--- src/rtl/source_packet_encoder_if.sv ---
// Command and packet-stream bundle between the host command logic, the encoder
// and network_source; the slave modport is the encoder's view.
interface source_packet_encoder_if #(
    parameter int PFX_WIDTH = 2,
    parameter int SPK_WIDTH = 8,
    parameter int RUN_WIDTH = 16
);
    localparam int PKT_WIDTH = PFX_WIDTH + SPK_WIDTH;

    logic                 cmd_valid;
    logic                 cmd_ready;
    logic [1:0]           cmd_op;
    logic [RUN_WIDTH-1:0] cmd_arg;
    logic                 src_valid;
    logic                 src_ready;
    logic [PKT_WIDTH-1:0] src;

    modport master (
        output cmd_valid, cmd_op, cmd_arg, src_ready,
        input  cmd_ready, src_valid, src
    );

    modport slave (
        input  cmd_valid, cmd_op, cmd_arg, src_ready,
        output cmd_ready, src_valid, src
    );
endinterface

--- src/rtl/source_packet_encoder.sv ---
// Encodes host commands (NOP/RUN/SPK/CLR) into network source packets, splitting
// long runs into chunks. Optional SOURCE_ENC_STATS_EN adds pkt_count/run_total.
module source_packet_encoder #(
    parameter int PFX_WIDTH = 2,
    parameter int SPK_WIDTH = 8,
    parameter int RUN_WIDTH = 16
) (
    input  logic                   clk,
    input  logic                   arstn,
    source_packet_encoder_if.slave bus
`ifdef SOURCE_ENC_STATS_EN
    ,
    output logic [31:0]            pkt_count,
    output logic [31:0]            run_total
`endif
);
    localparam int PKT_WIDTH = PFX_WIDTH + SPK_WIDTH;
    localparam logic [RUN_WIDTH-1:0] MAXC = RUN_WIDTH'({SPK_WIDTH{1'b1}});

    typedef enum logic [1:0] {
        OP_NOP = 2'b00,
        OP_RUN = 2'b01,
        OP_SPK = 2'b10,
        OP_CLR = 2'b11
    } op_e;

    typedef enum logic {
        S_IDLE,
        S_SPLIT
    } state_e;

    function automatic logic [SPK_WIDTH-1:0] clip_chunk(input logic [RUN_WIDTH-1:0] n);
        return (n > MAXC) ? {SPK_WIDTH{1'b1}} : n[SPK_WIDTH-1:0];
    endfunction

    function automatic logic [PKT_WIDTH-1:0] make_pkt(input op_e op,
                                                      input logic [SPK_WIDTH-1:0] payload);
        return {PFX_WIDTH'(op), payload};
    endfunction

    state_e               r_state;
    logic [RUN_WIDTH-1:0] r_remaining;
    logic [PKT_WIDTH-1:0] r_src;
    logic                 r_src_valid;

    logic                 w_slot_free;
    logic                 w_cmd_fire;
    op_e                  w_cmd_op;
    logic [SPK_WIDTH-1:0] w_cmd_chunk;
    logic [RUN_WIDTH-1:0] w_cmd_rem;
    logic [SPK_WIDTH-1:0] w_split_chunk;
    logic [RUN_WIDTH-1:0] w_split_rem;

    assign w_slot_free   = !r_src_valid || bus.src_ready;
    assign bus.cmd_ready = (r_state == S_IDLE) && w_slot_free;
    assign w_cmd_fire    = bus.cmd_valid && bus.cmd_ready;
    assign w_cmd_op      = op_e'(bus.cmd_op);

    assign w_cmd_chunk   = clip_chunk(bus.cmd_arg);
    assign w_cmd_rem     = bus.cmd_arg - RUN_WIDTH'(w_cmd_chunk);
    assign w_split_chunk = clip_chunk(r_remaining);
    assign w_split_rem   = r_remaining - RUN_WIDTH'(w_split_chunk);

    assign bus.src       = r_src;
    assign bus.src_valid = r_src_valid;

    // NOTE: non-blocking assignments throughout, so every branch reads the
    // pre-edge values of state and slot registers regardless of statement order.
    always_ff @(posedge clk or negedge arstn) begin
        if (!arstn) begin
            r_state     <= S_IDLE;
            r_remaining <= '0;
            r_src       <= '0;
            r_src_valid <= 1'b0;
        end else begin
            unique case (r_state)
                S_IDLE: begin
                    if (w_slot_free) begin
                        r_src_valid <= 1'b0;
                        if (w_cmd_fire) begin
                            unique case (w_cmd_op)
                                OP_NOP: ;
                                OP_RUN: begin
                                    if (bus.cmd_arg != '0) begin
                                        r_src       <= make_pkt(OP_RUN, w_cmd_chunk);
                                        r_src_valid <= 1'b1;
                                        r_remaining <= w_cmd_rem;
                                        if (w_cmd_rem != '0) begin
                                            r_state <= S_SPLIT;
                                        end
                                    end
                                end
                                OP_SPK: begin
                                    r_src       <= make_pkt(OP_SPK, bus.cmd_arg[SPK_WIDTH-1:0]);
                                    r_src_valid <= 1'b1;
                                end
                                OP_CLR: begin
                                    r_src       <= make_pkt(OP_CLR, '0);
                                    r_src_valid <= 1'b1;
                                end
                                default: ;
                            endcase
                        end
                    end
                end
                S_SPLIT: begin
                    // Remaining run cycles drain one chunk per free slot.
                    if (w_slot_free) begin
                        r_src       <= make_pkt(OP_RUN, w_split_chunk);
                        r_src_valid <= 1'b1;
                        r_remaining <= w_split_rem;
                        if (w_split_rem == '0) begin
                            r_state <= S_IDLE;
                        end
                    end
                end
                default: r_state <= S_IDLE;
            endcase
        end
    end

`ifdef SOURCE_ENC_STATS_EN
    logic [31:0] r_pkt_count;
    logic [31:0] r_run_total;

    always_ff @(posedge clk or negedge arstn) begin
        if (!arstn) begin
            r_pkt_count <= '0;
            r_run_total <= '0;
        end else if (r_src_valid && bus.src_ready) begin
            r_pkt_count <= r_pkt_count + 32'd1;
            if (r_src[PKT_WIDTH-1:SPK_WIDTH] == PFX_WIDTH'(OP_RUN)) begin
                r_run_total <= r_run_total + 32'(r_src[SPK_WIDTH-1:0]);
            end
        end
    end

    assign pkt_count = r_pkt_count;
    assign run_total = r_run_total;
`endif
endmodule
--- src/flat_wrapper.sv ---
// flat-port wrapper written by rule: the top's interface ports become plain ports
module source_packet_encoder_flat 
#(
    parameter int PFX_WIDTH = 2,
    parameter int SPK_WIDTH = 8,
    parameter int RUN_WIDTH = 16
)
  (clk, arstn, bus_cmd_valid, bus_cmd_op, bus_cmd_arg, bus_src_ready, bus_cmd_ready, bus_src_valid, bus_src);
  source_packet_encoder_if #(.PFX_WIDTH(PFX_WIDTH), .SPK_WIDTH(SPK_WIDTH), .RUN_WIDTH(RUN_WIDTH)) bus_i ();
  input  logic clk;
  input  logic arstn;
  input wire logic [$bits(bus_i.cmd_valid)-1:0] bus_cmd_valid;
  input wire logic [$bits(bus_i.cmd_op)-1:0] bus_cmd_op;
  input wire logic [$bits(bus_i.cmd_arg)-1:0] bus_cmd_arg;
  input wire logic [$bits(bus_i.src_ready)-1:0] bus_src_ready;
  output wire logic [$bits(bus_i.cmd_ready)-1:0] bus_cmd_ready;
  output wire logic [$bits(bus_i.src_valid)-1:0] bus_src_valid;
  output wire logic [$bits(bus_i.src)-1:0] bus_src;
  assign bus_i.cmd_valid = bus_cmd_valid;
  assign bus_i.cmd_op = bus_cmd_op;
  assign bus_i.cmd_arg = bus_cmd_arg;
  assign bus_i.src_ready = bus_src_ready;
  assign bus_cmd_ready = bus_i.cmd_ready;
  assign bus_src_valid = bus_i.src_valid;
  assign bus_src = bus_i.src;
  source_packet_encoder #(.PFX_WIDTH(PFX_WIDTH), .SPK_WIDTH(SPK_WIDTH), .RUN_WIDTH(RUN_WIDTH)) u_core (.clk(clk), .arstn(arstn), .bus(bus_i));
endmodule
--- config.mk ---
export PLATFORM = sky130hd
export DESIGN_NAME = source_packet_encoder_flat
export DESIGN_NICKNAME = d
export VERILOG_FILES = /design/src/rtl/source_packet_encoder_if.sv /design/src/rtl/source_packet_encoder.sv /design/src/flat_wrapper.sv
export SDC_FILE = /design/constraint.sdc
export NUM_CORES = 1
export LEC_CHECK = 0
export CORE_ASPECT_RATIO = 0.8
export CORE_MARGIN = 3
export CORE_UTILIZATION = 50
export DETAILED_ROUTE_END_ITERATION = 6
export HOLD_SLACK_MARGIN = 0.1
export PLACE_DENSITY = 0.77
export RECOVER_POWER = 100
export SLEW_MARGIN = 40
export SYNTH_ARGS = -nofsm -noshare
export SYNTH_HDL_FRONTEND = slang
export SYNTH_SLANG_ARGS = --single-unit
--- constraint.sdc ---
create_clock -name clk -period 2.8 [get_ports clk]
set_clock_uncertainty 0.05 [all_clocks]
set_input_delay 0.56 -clock clk [delete_from_list [all_inputs] [get_ports clk]]
set_output_delay 0.56 -clock clk [all_outputs]
set_load 0.1 [all_outputs]
# Word level (Yosys, flattened, before mapping)
# Index checks and enable logic that the tools add are counted.
# totals
in_bits,22
register_bits,28
wordCells,58
out_inout_bits,12
# classes
bitwise,1
muxes,28
n_lt_le_gt_ge,2
n_addsub,2
n_reduce_logical,11
n_eq_ne,10
# ops
cell,n
$mux W16,5
$mux W10,4
$gt A16 B8 Y1 const B,2
$pmux W16 S2,1
$reduce_bool A16 Y1,2
$sub A16 B8 Y16,2
$pmux W10 S3,1
$pmux W10 S2,1
$logic_not A16 Y1,1
$mux W8,2
$mux W1,11
$reduce_and A5 Y1,2
$ne A2 B2 Y1 const B,3
$pmux W1 S2,3
$eq A2 B2 Y1 const B,2
$ne A2 B1 Y1 const B,2
$ne A4 B4 Y1 const B,1
$ne A3 B3 Y1 const B,1
$eq A2 B1 Y1 const B,1
$logic_and A1 B1 Y1,2
$reduce_and A2 Y1,1
$reduce_or A2 Y1,1
$logic_not A1 Y1,1
$logic_or A1 B1 Y1,1
$not A1 Y1,1

# Logic depth before layout (Yosys ltp)
# depth
depth_word,10
depth_mapped,12
depth_no_buf,11

# Worst setup path after synthesis
# No wires, ideal clock.
# synth_path
kind,reg-to-reg
startpoint,"reg u_core.r_src_valid, in the netlist u_core.bus.src_valid"
endpoint,reg u_core.r_remaining[15]
stages_incl_launch_ff,6
path_buffers,0
path_slack_ns,-0.271
synth_period_minus_slack_ns,3.071
arrival_time_ns,2.954
path_cell_list,dfrtp_1 nor2b_1 nor2_1 and4_1 o311ai_0 nand2_1
# synth_between
elab_chain_cells,6
# synth_rtl
element,line_no,text
"start, declared",source_packet_encoder.sv:44,logic r_src_valid;
"start signal, assigned",source_packet_encoder.sv:74,r_src_valid <= 1'b0;
"start signal, assigned",source_packet_encoder.sv:79,r_src_valid <= 1'b0;
"start signal, assigned",source_packet_encoder.sv:86,r_src_valid <= 1'b1;
$logic_not A1 Y1,source_packet_encoder.sv:54,assign w_slot_free = !r_src_valid || bus.src_ready;
$logic_or A1 B1 Y1,source_packet_encoder.sv:54,
$logic_and A1 B1 Y1,source_packet_encoder.sv:55,assign bus.cmd_ready = (r_state == S_IDLE) && w_slot_free;
via bus_cmd_ready,flat_wrapper.sv:16,output wire logic [$bits(bus_i.cmd_ready)-1:0] bus_cmd_ready;
$logic_and A1 B1 Y1,source_packet_encoder.sv:56,assign w_cmd_fire = bus.cmd_valid && bus.cmd_ready;
$ne A2 B1 Y1 (no source line),n/a,
$reduce_and A5 Y1 (no source line),n/a,
"end signal, assigned",source_packet_encoder.sv:87,r_remaining <= w_cmd_rem;
"end signal, assigned",source_packet_encoder.sv:111,r_remaining <= w_split_rem;
"end, declared",source_packet_encoder.sv:42,logic [RUN_WIDTH-1:0] r_remaining;
# The timed path passes the listed nets, and every way through them passes these cells.
# A chain may end at the register's enable or synchronous reset.

# Worst setup path in the final report
# layout_path
startpoint,in bus_cmd_arg[9]
endpoint,reg u_core.r_state
# layout_between
elab_chain_cells,10
# layout_rtl
element,line_no,text
"start, declared",flat_wrapper.sv:14,input wire logic [$bits(bus_i.cmd_arg)-1:0] bus_cmd_arg;
$gt A16 B8 Y1,source_packet_encoder.sv:33,return (n > MAXC) ? {SPK_WIDTH{1'b1}} : n[SPK_WIDTH-1:0];
$mux W8,source_packet_encoder.sv:33,
$sub A16 B8 Y16,source_packet_encoder.sv:60,assign w_cmd_rem = bus.cmd_arg - RUN_WIDTH'(w_cmd_chunk);
$reduce_bool A16 Y1,source_packet_encoder.sv:88,if (w_cmd_rem != '0) begin
$mux W1,source_packet_encoder.sv:88,
$mux W1 *,source_packet_encoder.sv:84,if (bus.cmd_arg != '0) begin
$mux W1 *,source_packet_encoder.sv:81,unique case (w_cmd_op)
$mux W1 *,source_packet_encoder.sv:80,if (w_cmd_fire) begin
$mux W1 *,source_packet_encoder.sv:78,if (w_slot_free) begin
$pmux W1 S2 *,source_packet_encoder.sv:76,unique case (r_state)
"end signal, assigned",source_packet_encoder.sv:71,r_state <= S_IDLE;
"end signal, assigned",source_packet_encoder.sv:89,r_state <= S_SPLIT;
"end signal, assigned",source_packet_encoder.sv:113,r_state <= S_IDLE;
"end, declared",source_packet_encoder.sv:41,state_e r_state;
# Every way passes the cells marked *; elsewhere a longest branch is shown, timed or not.

==> metrics.txt <==
switching portion of total power=a little over two fifths; Inst Count DP=about 430; dpl cell area=between 2000 and 3000 µm²; worst path required time=between 2 and 3 ns; Util after Layout=65.0%; Reg-to-Reg End=u_core.r_state; Synth async-reset ratio=100%; Antenna Cells=0; Setup Slack @ Placement=-0.404 ns; Worst-Skew Late Latency=about 0.28 ns; slew of the pin with the lowest slew margin=approximately 1.5 ns; Die Y=just under 70 µm; Max H-tree Level=1; total CTS buffers=3; largest net degree at the start of global routing=29; crit-path max FO=3; number of setup violations in the final report=0; sequential share of power=between 30% and 40%; DR vias=approximately 2.6k; RSZ-0062 raised after global routing=false; most frequent cells in the layout=nand2_1 (49), o21ai_0 (39), buf_4 (34); maximum clock rate=378 MHz; failing checks=capacitance limit, slew limit; worst reg2reg path startpoint=u_core.r_remaining[3]; Mapped Cells=around 320; critical path's slowest cell=or4_2; PnR worst setup slack=about 0.16 ns; FP Rows=22; worst-case reg-to-reg path depth=7; Largest stage delay, worst path=about 0.60 ns; DR WL/cell=about 15 µm; CP Class=in -> reg; area grow syn2layout=23.4%; Post-Route WL=approximately 6600 µm; Worst R2R Setup Slack=roughly 0.54 ns; number of synthesized flops with an enable pin=0; CP Buf/Inv Count=1; Seq/Total Area, Yosys=~29%; Synth Net Count=350; IO Port Bufs=33; Core Box Area=around 4700 µm²; Worst setup SP type=input pin; Initial Util=around 53%; Max-slew headroom=-0.604%; Crit. path cell count=10; vias in the first global route=between 2k and 2.5k; Post-Syn Area=between 2000 and 2500 µm²; initial antenna violation count=0; final cell count without fillers=roughly 430; Via density=6.02; die area=5780 µm²; DRC=0; Hold Crit Class=reg -> reg; status=complete, but fails checks; # Max-Cap Violations=1; clock slew seen by the registers of the worst setup and hold paths=0.10 ns; final setup TNS=0 ns; CTS root buf=clkbuf_8; leakage power=1.25 nW; Hold WS=0.437 ns; cells along the critical path=dlygate4sd2_1 -> nor4_4 -> nand3_2 -> nand2b_1 -> ha_1 -> or4_2 -> a31oi_1 -> nand4_1 -> o31ai_1 -> nand2_1; Avg Cell Area, Syn=about 7.6 µm²; Int Power=approximately 1.0 mW; Combinational Power Share=42.3%; Pwr Total=1.83 mW; DR iter-0 viols=around 270; Ports=34; TritonCTS clock tree=built; nets=between 400 and 500; minimum clock period=between 2 and 3 ns; final hold violation count=0; DRT Pass-1 Iters=5; most common cell after layout, fill and taps aside=nand2_1; FF+latch count, synth=28; Synth Flop Type=dfrtp_1; crit share post-route=94.4%; Yosys Warn Count=0; VDD IR-drop max=between 0.3 and 0.4 mV; Max Slew Vio Count=29; share of cells above drive strength 1=around 14%; Congestion Overflow GR=0; RePlAce Congestion=about 0.90; CTS Buffer Depth=2; # clock sinks=28; family with the most delay on the worst path=simple AND/OR/NAND/NOR gates; Post-DRT Antenna Nets=0; Total GRT Usage=23.9%; Critical Path Start=bus_cmd_arg[9]; Die X=around 84 µm; first-pass GRT wire length=roughly 11000 µm; fin area=about 3000 µm²; Worst EP arrival=~2.8 ns; count of cell types in the netlist=59; HPWL Detailed=approximately 5000 µm; PD cells=a little over 600 nW/µm²; clock power share=17.9%; P_sw=approximately 0.8 mW; Setup crit end=u_core.r_state; Crit. End Element=flip-flop
==> registers in the layout, indices dropped and copies added, names as in the netlist <==
signal / flops
u_core.bus.src: 10
u_core.r_state: 1
u_core.r_remaining: 16
u_core.bus.src_valid: 1
==> cell families (layout without fill, tap and decap cells) <==
kind of cell,Yosys count,in the layout,share of synthesized area (%)
AO/OA/AOI/OAI,109,109,27.8
XOR/XNOR,13,13,4.65
adder cells (fa/ha/maj),7,7,3.57
buffers and inverters,31,81,6.28
AND/OR/NAND/NOR,130,130,27.8
multiplexers,3,3,1.33
flip-flops,28,28,28.6
==> worst min path at each step <==
stage               cells after the start  slack (ns)         startpoint                 to
floorplan                               0        0.21              arstn  u_core.bus.src[0]
global placement                        1        0.41  u_core.bus.src[8]  u_core.bus.src[8]
finish                                  2        0.44  u_core.bus.src[0]  u_core.bus.src[0]
global route                            1        0.48  u_core.bus.src[8]  u_core.bus.src[8]
CTS                                     1        0.45  u_core.bus.src[8]  u_core.bus.src[8]
detailed placement                      2        0.43  u_core.bus.src[4]  u_core.bus.src[4]
==> layer usage <==
metal	share of wire, %	track usage [%]
met5	0	0
met3	6.5	2.49
met4	1.4	7.83
met2	45	39.1
met1	47	33.5
==> power groups by stage <==
stage	clock, mW	sequential (mW)	combinational, mW
final	0.326	0.727	0.772
after global placement	0	0.724	0.759
after global routing	0.351	0.754	0.856
after floorplan	0	0.738	0.525
after detailed placement	0	0.730	0.786
after CTS	0.334	0.723	0.786
==> Yosys cell counts (2+ instances only) <==
library cell	count	share of area, %
buf_6	2	0.92
nor2_1	20	3.1
nor4_1	2	0.51
a22o_1	3	1.1
o31ai_1	11	3.4
xor2_1	3	1.1
mux2_2	2	0.92
o21ai_1	2	0.41
nand2_1	49	7.5
and4_1	2	0.72
nor4_4	2	1.7
a31oi_1	8	2.0
buf_2	6	1.2
a21boi_0	2	0.61
clkbuf_1	12	1.8
o211ai_1	3	0.92
nand2b_1	7	1.8
nand3_1	12	2.5
nand3b_1	3	0.92
nor3_1	12	2.5
ha_1	7	3.6
buf_4	3	0.92
a211oi_1	2	0.61
o22ai_1	5	1.3
or4_1	2	0.61
nand4_1	4	1.0
a21o_1	2	0.61
dfrtp_1	28	29
a21oi_1	18	3.7
or3_1	3	0.77
o21ai_0	38	7.8
inv_1	7	1.1
xnor2_1	10	3.6
a221oi_1	4	1.4
==> cell type report <==
type                    instances  area (µm²)
well taps                      60        75.1
flip-flops and latches         28         701
inverters                       7        26.3
repair buffers                 70         561
multi-input cells             262        1590
clock inverters                 1        30.0
clock buffers                   3        41.3
fillers                       422        1630
==> worst reg2reg max path, cell delays in order, from the launching register on <==
cell	delay (ns)
dfrtp_1	0.60
nand4_2	0.24
or3_1	0.52
nand2_1	0.16
xnor2_1	0.07
o31ai_1	0.25
a31o_1	0.21
nand2_1	0.06
==> timing repair <==
item | in CTS | in global routing
hold buffers | 0 | 0
setup endpoints to repair | 1 | 1
setup buffers | 1 | 1
pin swaps | 2 | 1
resized for setup | 3 | 2
hold endpoints to repair | 0 | 0
Note: power is estimated with default switching activity, not from simulation.
